### src/rtl/memory_controller_pkg.sv
// Shared types and constants for the byte-serialising memory controller.
// Goal codes, state encoding, request bundle and goal normalisation.
package memory_controller_pkg;

  localparam logic [2:0] GOAL_B = 3'd1;
  localparam logic [2:0] GOAL_H = 3'd2;
  localparam logic [2:0] GOAL_W = 3'd4;

  localparam logic [31:0] IO_BASE_DEF = 32'h0003_0000;

  localparam logic [31:0] NULL_ADDR = 32'h0000_0000;
  localparam logic [31:0] ZERO_WORD = 32'h0000_0000;

  localparam logic [1:0] ST_IDLE  = 2'd0;
  localparam logic [1:0] ST_READ  = 2'd1;
  localparam logic [1:0] ST_WRITE = 2'd2;

  typedef struct packed {
    logic        lsb;
    logic        rw;
    logic [31:0] addr;
    logic [2:0]  goal;
    logic [31:0] data;
  } mc_req_t;

  // Byte and half pass through; every other code means a word.
  function automatic logic [2:0] norm_goal(
    input logic [2:0] g
  );
    if (g == GOAL_B || g == GOAL_H)
      return g;
    return GOAL_W;
  endfunction

endpackage

### src/rtl/memory_controller_if.sv
// Core-side handshake bundle: fetch and load/store buffer channels.
// master = core (drives requests), slave = memory_controller.
interface memory_controller_if;

  logic        if_request_in;
  logic [31:0] if_address_in;
  logic        if_ready_out;
  logic [31:0] if_data_out;

  logic        lsb_request_in;
  logic        lsb_rw_signal_in;
  logic [31:0] lsb_address_in;
  logic [2:0]  lsb_goal_in;
  logic [31:0] lsb_data_in;
  logic        lsb_ready_out;
  logic [31:0] lsb_data_out;

  modport master (
    output if_request_in,
    output if_address_in,
    input  if_ready_out,
    input  if_data_out,
    output lsb_request_in,
    output lsb_rw_signal_in,
    output lsb_address_in,
    output lsb_goal_in,
    output lsb_data_in,
    input  lsb_ready_out,
    input  lsb_data_out
  );

  modport slave (
    input  if_request_in,
    input  if_address_in,
    output if_ready_out,
    output if_data_out,
    input  lsb_request_in,
    input  lsb_rw_signal_in,
    input  lsb_address_in,
    input  lsb_goal_in,
    input  lsb_data_in,
    output lsb_ready_out,
    output lsb_data_out
  );

endinterface

### src/rtl/memory_controller_arbiter.sv
// mc_arbiter: LSB pending slot plus fixed-priority request select.
// Ports: clk/rst, rollback, LSB pulse fields, fetch req, clear, sel_v/sel.
module mc_arbiter
  import memory_controller_pkg::*;
(
  input  logic        clk,
  input  logic        rst,
  input  logic        rollback,
  input  logic        lsb_pulse,
  input  logic        lsb_rw,
  input  logic [31:0] lsb_addr,
  input  logic [2:0]  lsb_goal,
  input  logic [31:0] lsb_data,
  input  logic        if_req,
  input  logic [31:0] if_addr,
  input  logic        clear,
  output logic        sel_v,
  output mc_req_t     sel
);

  mc_req_t slot;
  mc_req_t pulse_req;
  mc_req_t fetch_req;
  logic    slot_v;
  logic    pulse_ok;
  logic    use_slot;
  logic    use_pulse;
  logic    use_if;

  // A flush kills loads only; stores are already committed.
  assign pulse_ok  = lsb_pulse & ~(rollback & ~lsb_rw);
  assign use_slot  = slot_v & ~(rollback & ~slot.rw);
  assign use_pulse = pulse_ok & ~use_slot;
  assign use_if    = if_req & ~rollback
                   & ~use_slot & ~pulse_ok;

  always_comb begin
    pulse_req      = '0;
    pulse_req.lsb  = 1'b1;
    pulse_req.rw   = lsb_rw;
    pulse_req.addr = lsb_addr;
    pulse_req.goal = norm_goal(lsb_goal);
    pulse_req.data = lsb_data;
  end

  always_comb begin
    fetch_req      = '0;
    fetch_req.addr = if_addr;
    fetch_req.goal = GOAL_W;
    fetch_req.data = ZERO_WORD;
  end

  always_comb begin
    sel_v = 1'b1;
    sel   = '0;
    unique case (1'b1)
      use_slot:  sel = slot;
      use_pulse: sel = pulse_req;
      use_if:    sel = fetch_req;
      default:   sel_v = 1'b0;
    endcase
  end

  always_ff @(posedge clk) begin
    if (!rst) begin
      slot_v <= 1'b0;
      slot   <= '0;
    end else if (pulse_ok) begin
      slot_v <= 1'b1;
      slot   <= pulse_req;
    end else if (clear || (rollback && !slot.rw)) begin
      slot_v <= 1'b0;
    end
  end

endmodule

### src/rtl/memory_controller.sv
// Serialises fetch / load-store requests onto a byte-wide RAM/IO bus.
// Ports: clk, rst (sync, active-low), rob_rollback_in, bus (slave),
// mem_din/mem_dout/mem_a/mem_wr, io_buffer_full. Option: IO_STALL_EN.
module memory_controller
  import memory_controller_pkg::*;
#(
  parameter int          ADDR_WIDTH = 32,
  parameter logic [31:0] IO_BASE    = IO_BASE_DEF
) (
  input  logic                  clk,
  input  logic                  rst,
  input  logic                  rob_rollback_in,
  memory_controller_if.slave    bus,
  input  logic [7:0]            mem_din,
  output logic [7:0]            mem_dout,
  output logic [ADDR_WIDTH-1:0] mem_a,
  output logic                  mem_wr,
  input  logic                  io_buffer_full
);

  logic [1:0]  state;
  logic [2:0]  k;
  mc_req_t     cur;
  logic [31:0] result;
  logic [31:0] rd_word;
  logic [1:0]  kp;
  logic [7:0]  wr_byte;

  logic [31:0] mem_a_q;
  logic [7:0]  mem_dout_q;
  logic        mem_wr_q;

  logic        if_ready_q;
  logic        lsb_ready_q;
  logic [31:0] if_data_q;
  logic [31:0] lsb_data_q;

  logic        sel_v;
  mc_req_t     sel;
  logic        in_io;
  logic        stall;
  logic        at_end;
  logic        finish;
  logic        clr;

  mc_arbiter u_arb (
    .clk      (clk),
    .rst      (rst),
    .rollback (rob_rollback_in),
    .lsb_pulse(bus.lsb_request_in),
    .lsb_rw   (bus.lsb_rw_signal_in),
    .lsb_addr (bus.lsb_address_in),
    .lsb_goal (bus.lsb_goal_in),
    .lsb_data (bus.lsb_data_in),
    .if_req   (bus.if_request_in),
    .if_addr  (bus.if_address_in),
    .clear    (clr),
    .sel_v    (sel_v),
    .sel      (sel)
  );

  assign in_io = (mem_a_q[17:16] == IO_BASE[17:16]);

`ifdef IO_STALL_EN
  // Byte on the bus targets a full UART: hold it off and freeze k.
  assign stall = (state == ST_WRITE) & mem_wr_q
               & in_io & io_buffer_full;
`else
  assign stall = 1'b0 & in_io & io_buffer_full;
`endif

  // Byte k-1 is on the bus while k is the next byte to issue.
  assign kp      = 2'(k - 3'd1);
  assign wr_byte = cur.data[{k[1:0], 3'b000} +: 8];
  assign at_end  = (k == cur.goal);
  assign finish  = at_end
                 & (((state == ST_READ) & ~rob_rollback_in)
                 | ((state == ST_WRITE) & ~stall));
  assign clr     = finish & cur.lsb;

  always_comb begin
    rd_word = result;
    rd_word[{kp, 3'b000} +: 8] = mem_din;
  end

  always_ff @(posedge clk) begin
    if (!rst) begin
      state       <= ST_IDLE;
      k           <= 3'd0;
      cur         <= '0;
      result      <= ZERO_WORD;
      mem_a_q     <= NULL_ADDR;
      mem_dout_q  <= 8'h00;
      mem_wr_q    <= 1'b0;
      if_ready_q  <= 1'b0;
      lsb_ready_q <= 1'b0;
      if_data_q   <= ZERO_WORD;
      lsb_data_q  <= ZERO_WORD;
    end else begin
      if_ready_q  <= 1'b0;
      lsb_ready_q <= 1'b0;
      unique case (state)
        ST_IDLE: begin
          mem_a_q    <= NULL_ADDR;
          mem_dout_q <= 8'h00;
          mem_wr_q   <= 1'b0;
          if (sel_v) begin
            cur    <= sel;
            k      <= 3'd0;
            result <= ZERO_WORD;
            state  <= sel.rw ? ST_WRITE : ST_READ;
          end
        end
        ST_READ: begin
          if (rob_rollback_in) begin
            state   <= ST_IDLE;
            mem_a_q <= NULL_ADDR;
          end else begin
            if (k != 3'd0)
              result <= rd_word;
            if (at_end) begin
              state   <= ST_IDLE;
              mem_a_q <= NULL_ADDR;
              if (cur.lsb) begin
                lsb_ready_q <= 1'b1;
                lsb_data_q  <= rd_word;
              end else begin
                if_ready_q <= 1'b1;
                if_data_q  <= rd_word;
              end
            end else begin
              mem_a_q <= cur.addr + {29'd0, k};
              k       <= k + 3'd1;
            end
          end
        end
        ST_WRITE: begin
          if (!stall) begin
            if (at_end) begin
              state       <= ST_IDLE;
              mem_a_q     <= NULL_ADDR;
              mem_dout_q  <= 8'h00;
              mem_wr_q    <= 1'b0;
              lsb_ready_q <= 1'b1;
            end else begin
              mem_a_q    <= cur.addr + {29'd0, k};
              mem_dout_q <= wr_byte;
              mem_wr_q   <= 1'b1;
              k          <= k + 3'd1;
            end
          end
        end
        default: state <= ST_IDLE;
      endcase
    end
  end

  assign mem_a    = mem_a_q[ADDR_WIDTH-1:0];
  assign mem_dout = mem_dout_q;
  assign mem_wr   = mem_wr_q & ~stall;

  // A flush in the ready cycle swallows the fetch pulse.
  assign bus.if_ready_out  = if_ready_q & ~rob_rollback_in;
  assign bus.if_data_out   = if_data_q;
  assign bus.lsb_ready_out = lsb_ready_q;
  assign bus.lsb_data_out  = lsb_data_q;

endmodule

### src/flat_wrapper.sv
// flat-port wrapper written by rule: the top's interface ports become plain ports
module memory_controller_flat import memory_controller_pkg::*;
#(
  parameter int          ADDR_WIDTH = 32,
  parameter logic [31:0] IO_BASE    = IO_BASE_DEF
)
  (clk, rst, rob_rollback_in, mem_din, mem_dout, mem_a, mem_wr, io_buffer_full, bus_if_request_in, bus_if_address_in, bus_if_ready_out, bus_if_data_out, bus_lsb_request_in, bus_lsb_rw_signal_in, bus_lsb_address_in, bus_lsb_goal_in, bus_lsb_data_in, bus_lsb_ready_out, bus_lsb_data_out);
  memory_controller_if bus_i ();
  input  logic clk;
  input  logic rst;
  input  logic rob_rollback_in;
  input  logic [7:0] mem_din;
  output logic [7:0] mem_dout;
  output logic [ADDR_WIDTH-1:0] mem_a;
  output logic mem_wr;
  input  logic io_buffer_full;
  input wire logic [$bits(bus_i.if_request_in)-1:0] bus_if_request_in;
  input wire logic [$bits(bus_i.if_address_in)-1:0] bus_if_address_in;
  output wire logic [$bits(bus_i.if_ready_out)-1:0] bus_if_ready_out;
  output wire logic [$bits(bus_i.if_data_out)-1:0] bus_if_data_out;
  input wire logic [$bits(bus_i.lsb_request_in)-1:0] bus_lsb_request_in;
  input wire logic [$bits(bus_i.lsb_rw_signal_in)-1:0] bus_lsb_rw_signal_in;
  input wire logic [$bits(bus_i.lsb_address_in)-1:0] bus_lsb_address_in;
  input wire logic [$bits(bus_i.lsb_goal_in)-1:0] bus_lsb_goal_in;
  input wire logic [$bits(bus_i.lsb_data_in)-1:0] bus_lsb_data_in;
  output wire logic [$bits(bus_i.lsb_ready_out)-1:0] bus_lsb_ready_out;
  output wire logic [$bits(bus_i.lsb_data_out)-1:0] bus_lsb_data_out;
  assign bus_i.if_request_in = bus_if_request_in;
  assign bus_i.if_address_in = bus_if_address_in;
  assign bus_if_ready_out = bus_i.if_ready_out;
  assign bus_if_data_out = bus_i.if_data_out;
  assign bus_i.lsb_request_in = bus_lsb_request_in;
  assign bus_i.lsb_rw_signal_in = bus_lsb_rw_signal_in;
  assign bus_i.lsb_address_in = bus_lsb_address_in;
  assign bus_i.lsb_goal_in = bus_lsb_goal_in;
  assign bus_i.lsb_data_in = bus_lsb_data_in;
  assign bus_lsb_ready_out = bus_i.lsb_ready_out;
  assign bus_lsb_data_out = bus_i.lsb_data_out;
  memory_controller #(.ADDR_WIDTH(ADDR_WIDTH), .IO_BASE(IO_BASE)) u_core (.clk(clk), .rst(rst), .rob_rollback_in(rob_rollback_in), .bus(bus_i), .mem_din(mem_din), .mem_dout(mem_dout), .mem_a(mem_a), .mem_wr(mem_wr), .io_buffer_full(io_buffer_full));
endmodule
### config.mk
export PLATFORM = sky130hd
export DESIGN_NAME = memory_controller_flat
export DESIGN_NICKNAME = d
export VERILOG_FILES = /design/src/rtl/memory_controller_pkg.sv /design/src/rtl/memory_controller_if.sv /design/src/rtl/memory_controller_arbiter.sv /design/src/rtl/memory_controller.sv /design/src/flat_wrapper.sv
export SDC_FILE = /design/constraint.sdc
export NUM_CORES = 1
export LEC_CHECK = 0
export BUFFER_PORTS_ARGS = -buffer_cell sky130_fd_sc_hd__buf_2
export CAP_MARGIN = 15
export CELL_PAD_IN_SITES_DETAIL_PLACEMENT = 0
export CELL_PAD_IN_SITES_GLOBAL_PLACEMENT = 1
export CORE_MARGIN = 5
export CORE_UTILIZATION = 45
export CTS_CLUSTER_DIAMETER = 40
export DETAILED_ROUTE_END_ITERATION = 6
export HOLD_SLACK_MARGIN = 0.12
export PLACE_DENSITY_LB_ADDON = 0.1
export SLEW_MARGIN = 20
export SYNTH_ARGS = -nofsm -noshare
export SYNTH_HDL_FRONTEND = slang
export SYNTH_SLANG_ARGS = --single-unit
### constraint.sdc
create_clock -name clk -period 3.53 [get_ports clk]
set_clock_uncertainty 0.05 [all_clocks]
set_input_delay 0.353 -clock clk [delete_from_list [all_inputs] [get_ports clk]]
set_output_delay 0.353 -clock clk [all_outputs]
set_load 0.01 [all_outputs]
# Word-level counts from Yosys, hierarchy flattened
# Index checks and enable logic that the tools add are counted.
[totals]
rom_bits = 0
inputBits = 114
regBits = 282
n_memories = 0
latch_bits = 0
ramBits = 0
[op_classes]
n_shift = 3
bitwise_logic = 24
n_lt_le_gt_ge = 0
add_sub_neg = 4
eq_ne = 8
div = 0
mux = 34
n_mul = 0
reduce_logical = 17
[op_table]
columns = ["cell", "n"]
rows = [
  ["69-bit case mux with 3 select lines", 1],
  ["32-bit two-way mux", 5],
  ["32-bit case mux with 3 select lines", 1],
  ["32-bit case mux with 2 select lines", 1],
  ["32-bit by 3-bit adder with 32-bit output", 1],
  ["32-bit bitwise mux", 1],
  ["8-bit by 7-bit variable shift with 32-bit output, first input constant", 1],
  ["32-bit by 6-bit variable part select with 8-bit output", 1],
  ["8-bit by 7-bit variable part select with 32-bit output", 1],
  ["8-bit case mux with 2 select lines", 1],
  ["3-bit two-way mux", 5],
  ["1-bit AND", 12],
  ["4-bit AND reduction", 3],
  ["1-bit NOT", 11],
  ["1-bit two-way mux", 10],
  ["3-bit case mux with 3 select lines", 1],
  ["2-bit two-way mux", 4],
  ["8-bit two-way mux", 1],
  ["5-bit negator with 7-bit output", 1],
  ["2-bit case mux with 3 select lines", 1],
  ["2-bit nonzero test", 3],
  ["3-bit nonzero test", 2],
  ["2-bit inequality test, second input constant", 2],
  ["1-bit case mux with 2 select lines", 2],
  ["17 further kinds", 18],
]

# Depth between registers and ports, before layout
# Gate-level depths: netlist of run 1.
[depth]
ltp_word = 11
ltp_mapped = 9
ltp_nobuf = 8

# By module
# Synthesis of run 1 repeated with hierarchy kept, for this count alone.
[hier_totals]
hier_cells = 1562
area_unflattened_um2 = 13510.5
[by_module_without_submodules]
columns = ["module", "instances", "cells_per_inst", "area_per_inst_um2"]
rows = [
  ["memory_controller", 1, 1043, 9180.1],
  ["mc_arbiter", 1, 519, 4330.4],
]

# Least setup slack after synthesis of run 1
# OpenSTA, ideal clock, no wires.
[synth_path]
path_kind = "flip-flop to flip-flop"
start = "register u_core.k[1]"
end = "register u_core.mem_a_q[28] (netlist: u_core.mem_a[28])"
t_required_ps = 3363
path_slack_ps = 1107
t_arrival_ps = 2256
setup_time_ps = 117
path_stages_with_launch = 9
synth_period_minus_slack_ps = 2423
path_buffers = 1
cell_sequence = "dfxtp_1 -> clkbuf_1 -> inv_1 -> fa_1 -> and2b_4 -> o211ai_4 -> nor4_1 -> xnor2_1 -> o21ai_1"
[synth_via]
elab_chain_cells = 4
word_cells_on_any_way = 5
cone_classes = "add/sub (1); eq/ne (1); mux (3)"
[synth_rtl]
columns = ["element", "line_no", "text"]
rows = [
  ["from (decl)", "memory_controller.sv:22", "logic [2:0] k;"],
  ["from (signal assigned)", "memory_controller.sv:133", "k <= k + 3'd1;"],
  ["from (signal assigned)", "memory_controller.sv:149", "k <= k + 3'd1;"],
  ["32-bit by 3-bit adder with 32-bit output or 3-bit equality test (tied branches)", "memory_controller.sv:132, memory_controller.sv:146, memory_controller.sv:75", ""],
  ["32-bit two-way mux *", "memory_controller.sv:121, memory_controller.sv:139", ""],
  ["32-bit two-way mux", "memory_controller.sv:115", "if (rob_rollback_in) begin"],
  ["32-bit case mux with 3 select lines *", "memory_controller.sv:102", "unique case (state)"],
  ["to (signal assigned)", "memory_controller.sv:132", "mem_a_q <= cur.addr + {29'd0, k};"],
  ["to (signal assigned)", "memory_controller.sv:146", "mem_a_q <= cur.addr + {29'd0, k};"],
  ["to (decl)", "memory_controller.sv:29", "logic [31:0] mem_a_q;"],
]
# Mark *: on every way between the ends. The rest lies on a longest branch, timed or not.
# A chain may end at the register's enable or synchronous reset.

# Worst setup path in the final report of run 1
[layout_path]
start = "register u_core.k[0]"
end = "register u_core.result[22]"
[layout_via]
elab_chain_cells = 7
word_cells_on_any_way = 11
cone_classes = "add/sub (2); eq/ne (1); shift (2); mux (4); reduce/logical (2)"
[layout_rtl]
columns = ["element", "line_no", "text"]
rows = [
  ["2-bit by 1-bit subtractor with 2-bit output", "memory_controller.sv:73", "assign kp = 2'(k - 3'd1);"],
  ["5-bit negator with 7-bit output", "memory_controller.sv:83", "rd_word[{kp, 3'b000} +: 8] = mem_din;"],
  ["8-bit by 7-bit variable part select with 32-bit output or 8-bit by 7-bit variable shift with 32-bit output (tied branches)", "memory_controller.sv:83", ""],
  ["32-bit bitwise mux", "memory_controller.sv:83", ""],
  ["32-bit two-way mux", "memory_controller.sv:119", "if (k != 3'd0)"],
  ["32-bit two-way mux", "memory_controller.sv:115", ""],
  ["32-bit case mux with 2 select lines", "memory_controller.sv:102", ""],
  ["to (signal assigned)", "memory_controller.sv:120", "result <= rd_word;"],
  ["to (decl)", "memory_controller.sv:24", "logic [31:0] result;"],
]
# Several ways; a longest one is shown, not always the timed one. The select of a mux whose other input is x is not followed.

==> run summary, run 1 <==
Status - finished, final reports clean
Tot GR Track Use - 21.49%
ANT cells - 0
Clock-pin slew on the worst setup and hold paths - 50 ps
Synthesized area - 12790 µm²
Finished layout cell area - 16260 µm²
Final period util - 75.09%
Via density - 5.413
Finish-stage setup viols - 0
Distinct cells, synth - 64
Worst Setup SP - u_core.k[0]$_SDFFE_PN0P_
Min Tclk post-route - 2651 ps
Largest net degree at the start of global routing - 138
Total power - 9075 µW
Post-CTS sizing - 0
Final Wtd Congestion - 0.7776
Routed WL - 35.49 mm
FF+latch area - 5645 µm²
Port bufs - 219
Synth warn - 0
Crit start category - flip-flop
Worst slew pin tran - 848.5 ps
Number of synthesized flops with an enable pin - 0
Critical path class - reg2reg
CTS tree - built
Initial Utilization - 45.78%
Postcts setup bufs - 0
Net switching power - 2300 µW
Worst vdd ir - 0.4065 mV
Clock Path Buffers - 3
Leak pwr - 0.007563 µW
Vias in the first global route - 10560
Via count - 10990
Final hold vios - 0
Post-Syn Nets - 1524
Syn_area_per_cell - 9.167 µm²
Root Driver - clkbuf_16
Core area - 27930 µm²
WP data required - 3930 ps
Clock network fraction of total power - 48.8%
Flop2flop setup slack - 880 ps
Skew-Pair Late Insertion Delay - 520 ps
I/O pin count - 221
Final worst slack - 879.2 ps
FP Rows - 61
Leading area contributor after synthesis - dfxtp_1
Post-synth top area share - 44.14%
Initial drt markers - 647
Worst r2r path cells - 6
DRT antenna net count - 0
Filler cell count - 2596
Max_cap viols - 0
Post-Place Worst Slack - 854.3 ps
CP Capture Type - flip-flop
Finished Layout Cells - 2031
Final slew viol count - 0
Pwr per Cell Area - 558.2 nW/µm²
Total Nets Final - 1750
DRC - 0
CP Max Fanout - 9
Area Growth Syn to Fin - 27.13%
Worst R2R End - u_core.result[22]$_SDFFE_PN0P_
Synth Flop Type - dfxtp_1
Die Span Y - 178.6 µm
Worst EP arrival - 3050 ps
Share of layout cells above drive strength 1 - 21.54%
Detailed placer's ending HPWL - 22.82 mm
Post-synth ARST share - 0%
Setup TNS Final - 0 ps
#FFs+latches synth - 282
Reg2reg start - u_core.k[0]$_SDFFE_PN0P_
Sequential area share after synthesis - 44.14%
Sequential share of power - 38.9%
Num Clock Sinks - 282
GRT overflow - 0
Synth area leaders - dfxtp_1, o211a_1, nand2_1
Gate Count Post-Synth - 1395
Int Pwr - 6774 µW
Post-CTS Hold Fix Bufs - 63
Fmax - 0.3772 GHz
Unrepaired setup endpoints after global routing - false
End of the critical path - u_core.result[22]$_SDFFE_PN0P_
Hold Path Class - in2reg
CTS Buf Count - 41
First-pass GRT wire length - 56.26 mm
Part of the power in combinational logic - 12.3%
Multi-input gate area - 6595 µm²
Slew HR - 43.28%
Sw Share - 25.35%
Post-DR wirelength/cell - 17.48 µm
Antenna violations before repair - 2
Placed Area - 14110 µm²
CTS HTree Levels - 2
Full die area - 31890 µm²
Dpl cells - 1893
Chip width - 178.6 µm
First-pass DRT Iterations - 5
-- critical path, cell delays in order (launching register included) --
cell	delay, ps
dfxtp_1	590
inv_2	120
ha_1	420
nor4b_2	780
a21oi_1	260
nand3b_1	220
a21boi_1	150
-- area by class of cell --
type / instances / share of cell area (%)
clock buffers: 47 / 6.772
repair buffers: 302 / 12.04
flip-flops and latches: 282 / 34.72
inverters: 19 / 0.4387
multi-input cells: 975 / 40.56
well taps: 378 / 2.909
clock inverters: 28 / 2.547
-- worst min-delay path by stage --
stage	start	endpoint	slack (ps)	cells after the start
2_1_floorplan	u_core.result[10]$_SDFFE_PN0P_	u_core.result[10]$_SDFFE_PN0P_	380	2
3_3_place_gp	u_core.result[22]$_SDFFE_PN0P_	u_core.result[22]$_SDFFE_PN0P_	380	2
3_5_place_dp	u_core.mem_a[27]$_SDFFE_PN0P_	u_core.mem_a[27]$_SDFFE_PN0P_	390	2
4_1_cts	bus_lsb_data_in[23]	u_core.u_arb.slot[23]$_SDFFE_PN0P_	140	3
5_1_grt	bus_if_address_in[24]	u_core.cur[59]$_SDFFE_PN0P_	170	4
6_report	bus_lsb_data_in[23]	u_core.u_arb.slot[23]$_SDFFE_PN0P_	170	3
-- synthesized netlist by cell type (all sizes together) (2+ instances only) --
master / instances
inv: 19
xor2: 3
a21oi: 41
a22oi: 52
a21boi: 102
a211oi: 3
nor2: 10
nand2b: 2
nor4b: 3
nor2b: 59
nor3: 17
o21a: 3
clkbuf: 62
nand4: 10
o211ai: 69
mux4: 8
buf: 57
ha: 14
o21ai: 30
and2: 5
and4: 3
nand3: 12
nor3b: 3
and3: 11
or4: 3
o211a: 126
dfxtp: 282
a21o: 2
o2111ai: 2
xnor2: 30
nand2: 298
nand3b: 32
nor4: 8
-- metrics by stage --
step | util (%) | hold slack [ps]
floorplan | - | 376.2
global placement | 50.52 | 381.4
detailed placement | 50.52 | 385.9
CTS | 58.20 | 138.3
global route | 58.20 | 169.5
finish | 58.20 | 172.5
-- placed cells by master (no fill, tap or decap), types with 11 or more instances in the layout --
cell type,synthesis,final
xnor2_1,30,30
o211a_1,126,126
inv_1,16,16
dfxtp_1,282,282
clkbuf_16,0,43
buf_4,4,14
nand3b_1,32,32
o21ai_1,24,23
buf_2,42,218
ha_1,14,14
nand2_1,298,298
a21oi_1,41,41
dlygate4sd3_1,0,63
a22oi_1,52,52
nor3_2,11,11
nand3_1,12,12
a21boi_0,51,51
o211ai_1,68,68
a21boi_1,51,51
nor2b_1,59,59
-- power by group through the flow --
stage          Clock, µW  Combinational (µW)  Sequential, µW
2_1_floorplan          0                 727            3560
3_3_place_gp           0                1060            3590
4_1_cts             4540                1120            3530
6_report            4430                1110            3530
5_1_grt             4680                1230            3550
3_5_place_dp           0                1060            3600
-- state kept, by name, indices dropped and copies added (netlist names), 3 cells and up --
name,flops
u_core.bus.lsb_data_out,32
u_core.mem_a,32
u_core.k,3
u_core.mem_dout,8
u_core.u_arb.slot,69
u_core.bus.if_data_out,32
u_core.cur,68
u_core.result,32
-- layer usage --
layer,vias to the layer above,routed length [µm],global-route usage [%]
met1,5208,16310,29.64
met4,4,613,4.861
met3,50,2184,4.281
li1,5451,-,-
met2,280,16360,34.95
met5,-,24,0
-- logic make-up (layout without fill, tap and decap cells) --
| logic type | count (synthesis) | count (layout) | share of synthesized area (%) |
|---|---|---|---|
| and+or+nand+nor | 479 | 479 | 18.77 |
| AOI/OAI and AO/OA | 439 | 439 | 27.12 |
| DFF | 282 | 282 | 44.14 |
| buffers and inverters | 138 | 396 | 4.696 |
| xor gates and xnor gates | 33 | 33 | 2.260 |
| adders and majority gates | 15 | 15 | 1.526 |
| muxes | 9 | 9 | 1.487 |
Power figures use the tool's default switching activity.
==> run 2, diff against run 1 <==
--- a/config.mk
+++ b/config.mk
@@ -10,7 +10,7 @@
 export CELL_PAD_IN_SITES_DETAIL_PLACEMENT = 0
 export CELL_PAD_IN_SITES_GLOBAL_PLACEMENT = 1
 export CORE_MARGIN = 5
-export CORE_UTILIZATION = 45
+export CORE_UTILIZATION = 43
 export CTS_CLUSTER_DIAMETER = 40
 export DETAILED_ROUTE_END_ITERATION = 6
 export HOLD_SLACK_MARGIN = 0.12
==> constraint.sdc (replaced) <==
create_clock -name clk -period 2.6 [get_ports clk]
set_clock_uncertainty 0.05 [all_clocks]
set_input_delay 0.26 -clock clk [delete_from_list [all_inputs] [get_ports clk]]
set_output_delay 0.26 -clock clk [all_outputs]
set_load 0.01 [all_outputs]
==> run summary, run 2 (synthesis results as in run 1) <==
Status - finished, final reports clean
Clock Path Buffers - 3
CP Max Fanout - 10
Sequential share of power - 39.4%
Die Span Y - 182.5 µm
FF+latch area - 5645 µm²
Worst EP arrival - 2660 ps
DRT antenna net count - 0
Most frequent cells in the layout - nand2_1, dfxtp_1, buf_2
Top delay family on crit path - simple AND/OR/NAND/NOR gates
Post-CTS sizing - 0
Final slew viol count - 0
Largest regs - u_core.u_arb.slot x69, u_core.cur x68
CTS Buf Count - 41
Core area - 29480 µm²
Routed WL - 36.40 mm
Port bufs - 219
Vias in the first global route - 11080
Initial Utilization - 43.38%
Crit start category - flip-flop
Final hold vios - 0
Clock network fraction of total power - 47.3%
Full die area - 33290 µm²
Filler cell count - 2718
Worst vdd ir - 0.4859 mV
GRT overflow - 0
Total Nets Final - 1808
Total power - 12160 µW
Final Wtd Congestion - 0.7942
Tot GR Track Use - 21.22%
Largest net degree at the start of global routing - 155
Detailed placer's ending HPWL - 23.29 mm
Finish-stage setup viols - 0
CTS tree - built
Num Clock Sinks - 282
Commonest non-fill, non-tap cell in the layout - nand2_1
Final period util - 89.28%
Postcts setup bufs - 0
Skew-Pair Late Insertion Delay - 510 ps
Root Driver - clkbuf_16
Net switching power - 3090 µW
CP max stage cell - fa_1
Part of the power in combinational logic - 13.3%
Fmax - 0.4308 GHz
Worst path bufs/invs - 1
Largest Register - u_core.u_arb.slot
First-pass GRT wire length - 58.96 mm
Initial drt markers - 667
Antenna violations before repair - 0
CP Capture Type - flip-flop
Critical path class - reg2reg
Min Tclk post-route - 2321 ps
Pwr per Cell Area - 724.0 nW/µm²
Chip width - 182.5 µm
Clock-pin slew on the worst setup and hold paths - 50 ps
I/O pin count - 221
Slew HR - 40.91%
Share of layout cells above drive strength 1 - 21.40%
First-pass DRT Iterations - 5
DRC - 0
Post-DR wirelength/cell - 17.33 µm
Max_cap viols - 0
ANT cells - 0
CTS HTree Levels - 2
Worst slew pin tran - 884.3 ps
WP data required - 2940 ps
Max incr delay on CP - 400 ps
Max reg flops - 69
Sw Share - 25.41%
Multi-input gate area - 6595 µm²
FP Rows - 63
Via count - 11190
Setup TNS Final - 0 ps
Worst path cell trace - ha_1 -> inv_1 -> fa_1 -> and2b_4 -> o211ai_4 -> nor4_1 -> xnor2_1 -> o21ai_1
Int Pwr - 9073 µW
Hold Path Class - in2reg
Leak pwr - 0.007839 µW
Area Growth Syn to Fin - 31.38%
Unrepaired setup endpoints after global routing - false
Via density - 5.330
-- run 2: cell type report --
type	instances	share of cell area, %
well taps	390	2.904
multi-input cells	975	39.25
clock buffers	57	7.194
repair buffers	360	15.20
inverters	19	0.4245
flip-flops and latches	282	33.60
clock inverters	17	1.422
-- run 2: power by group through the flow --
stage / Combinational (µW) / Clock [µW] / Sequential (µW)
after global routing: 1790 / 6060 / 4830
after detailed placement: 1500 / 0 / 4880
after global placement: 1490 / 0 / 4880
final: 1620 / 5750 / 4800
after floorplan: 987 / 0 / 4840
after CTS: 1630 / 5870 / 4790
-- run 2: worst paths after layout --
kind | startpoint | to | slack, ps | cells after the start
setup / recovery | u_core.k[0]$_SDFFE_PN0P_ | u_core.mem_a[28]$_SDFFE_PN0P_ | 280 | 8
hold / removal | bus_if_address_in[0] | u_core.cur[35]$_SDFFE_PN0P_ | 130 | 4
setup reg to reg | u_core.k[0]$_SDFFE_PN0P_ | u_core.mem_a[28]$_SDFFE_PN0P_ | 280 | 8
hold reg to reg | u_core.mem_a[14]$_SDFFE_PN0P_ | u_core.mem_a[14]$_SDFFE_PN0P_ | 390 | 2
-- run 2: worst reg2reg max path, stage by stage, from the launching register on --
cell and delay (ps):
dfxtp_1 370, ha_1 240, inv_1 70, fa_1 400, and2b_4 310, o211ai_4 170, nor4_1 360, xnor2_1 160
o21ai_1 70
-- run 2: timing repair --
item / 4_1_cts / 5_1_grt
hold buffers: 107 / 0
setup endpoints to repair: 0 / 0
hold endpoints to repair: 120 / 0
-- run 2: stage by stage --
stage	hold WS (ps)	setup WS [ps]	util, %	instance area, µm²	std cells
6_report	134.7	278.7	56.99	16800	2100
5_1_grt	142.9	142.6	56.99	16800	2100
4_1_cts	120.3	283.5	56.99	16800	2100
3_5_place_dp	386.7	278.9	48.45	14280	1919
3_3_place_gp	381.5	315.0	48.45	14280	1919
2_1_floorplan	367.7	177.1	-	12790	1395
-- run 2: metal layers --
| layer | track usage (%) | share of wire (%) | routed length (µm) |
|---|---|---|---|
| met2 | 34.98 | 47 | 16960 |
| met1 | 29.21 | 47 | 16950 |
| met3 | 3.488 | 4.8 | 1753 |
| met5 | 0 | 0 | 0 |
| met4 | 5.254 | 2.0 | 739 |
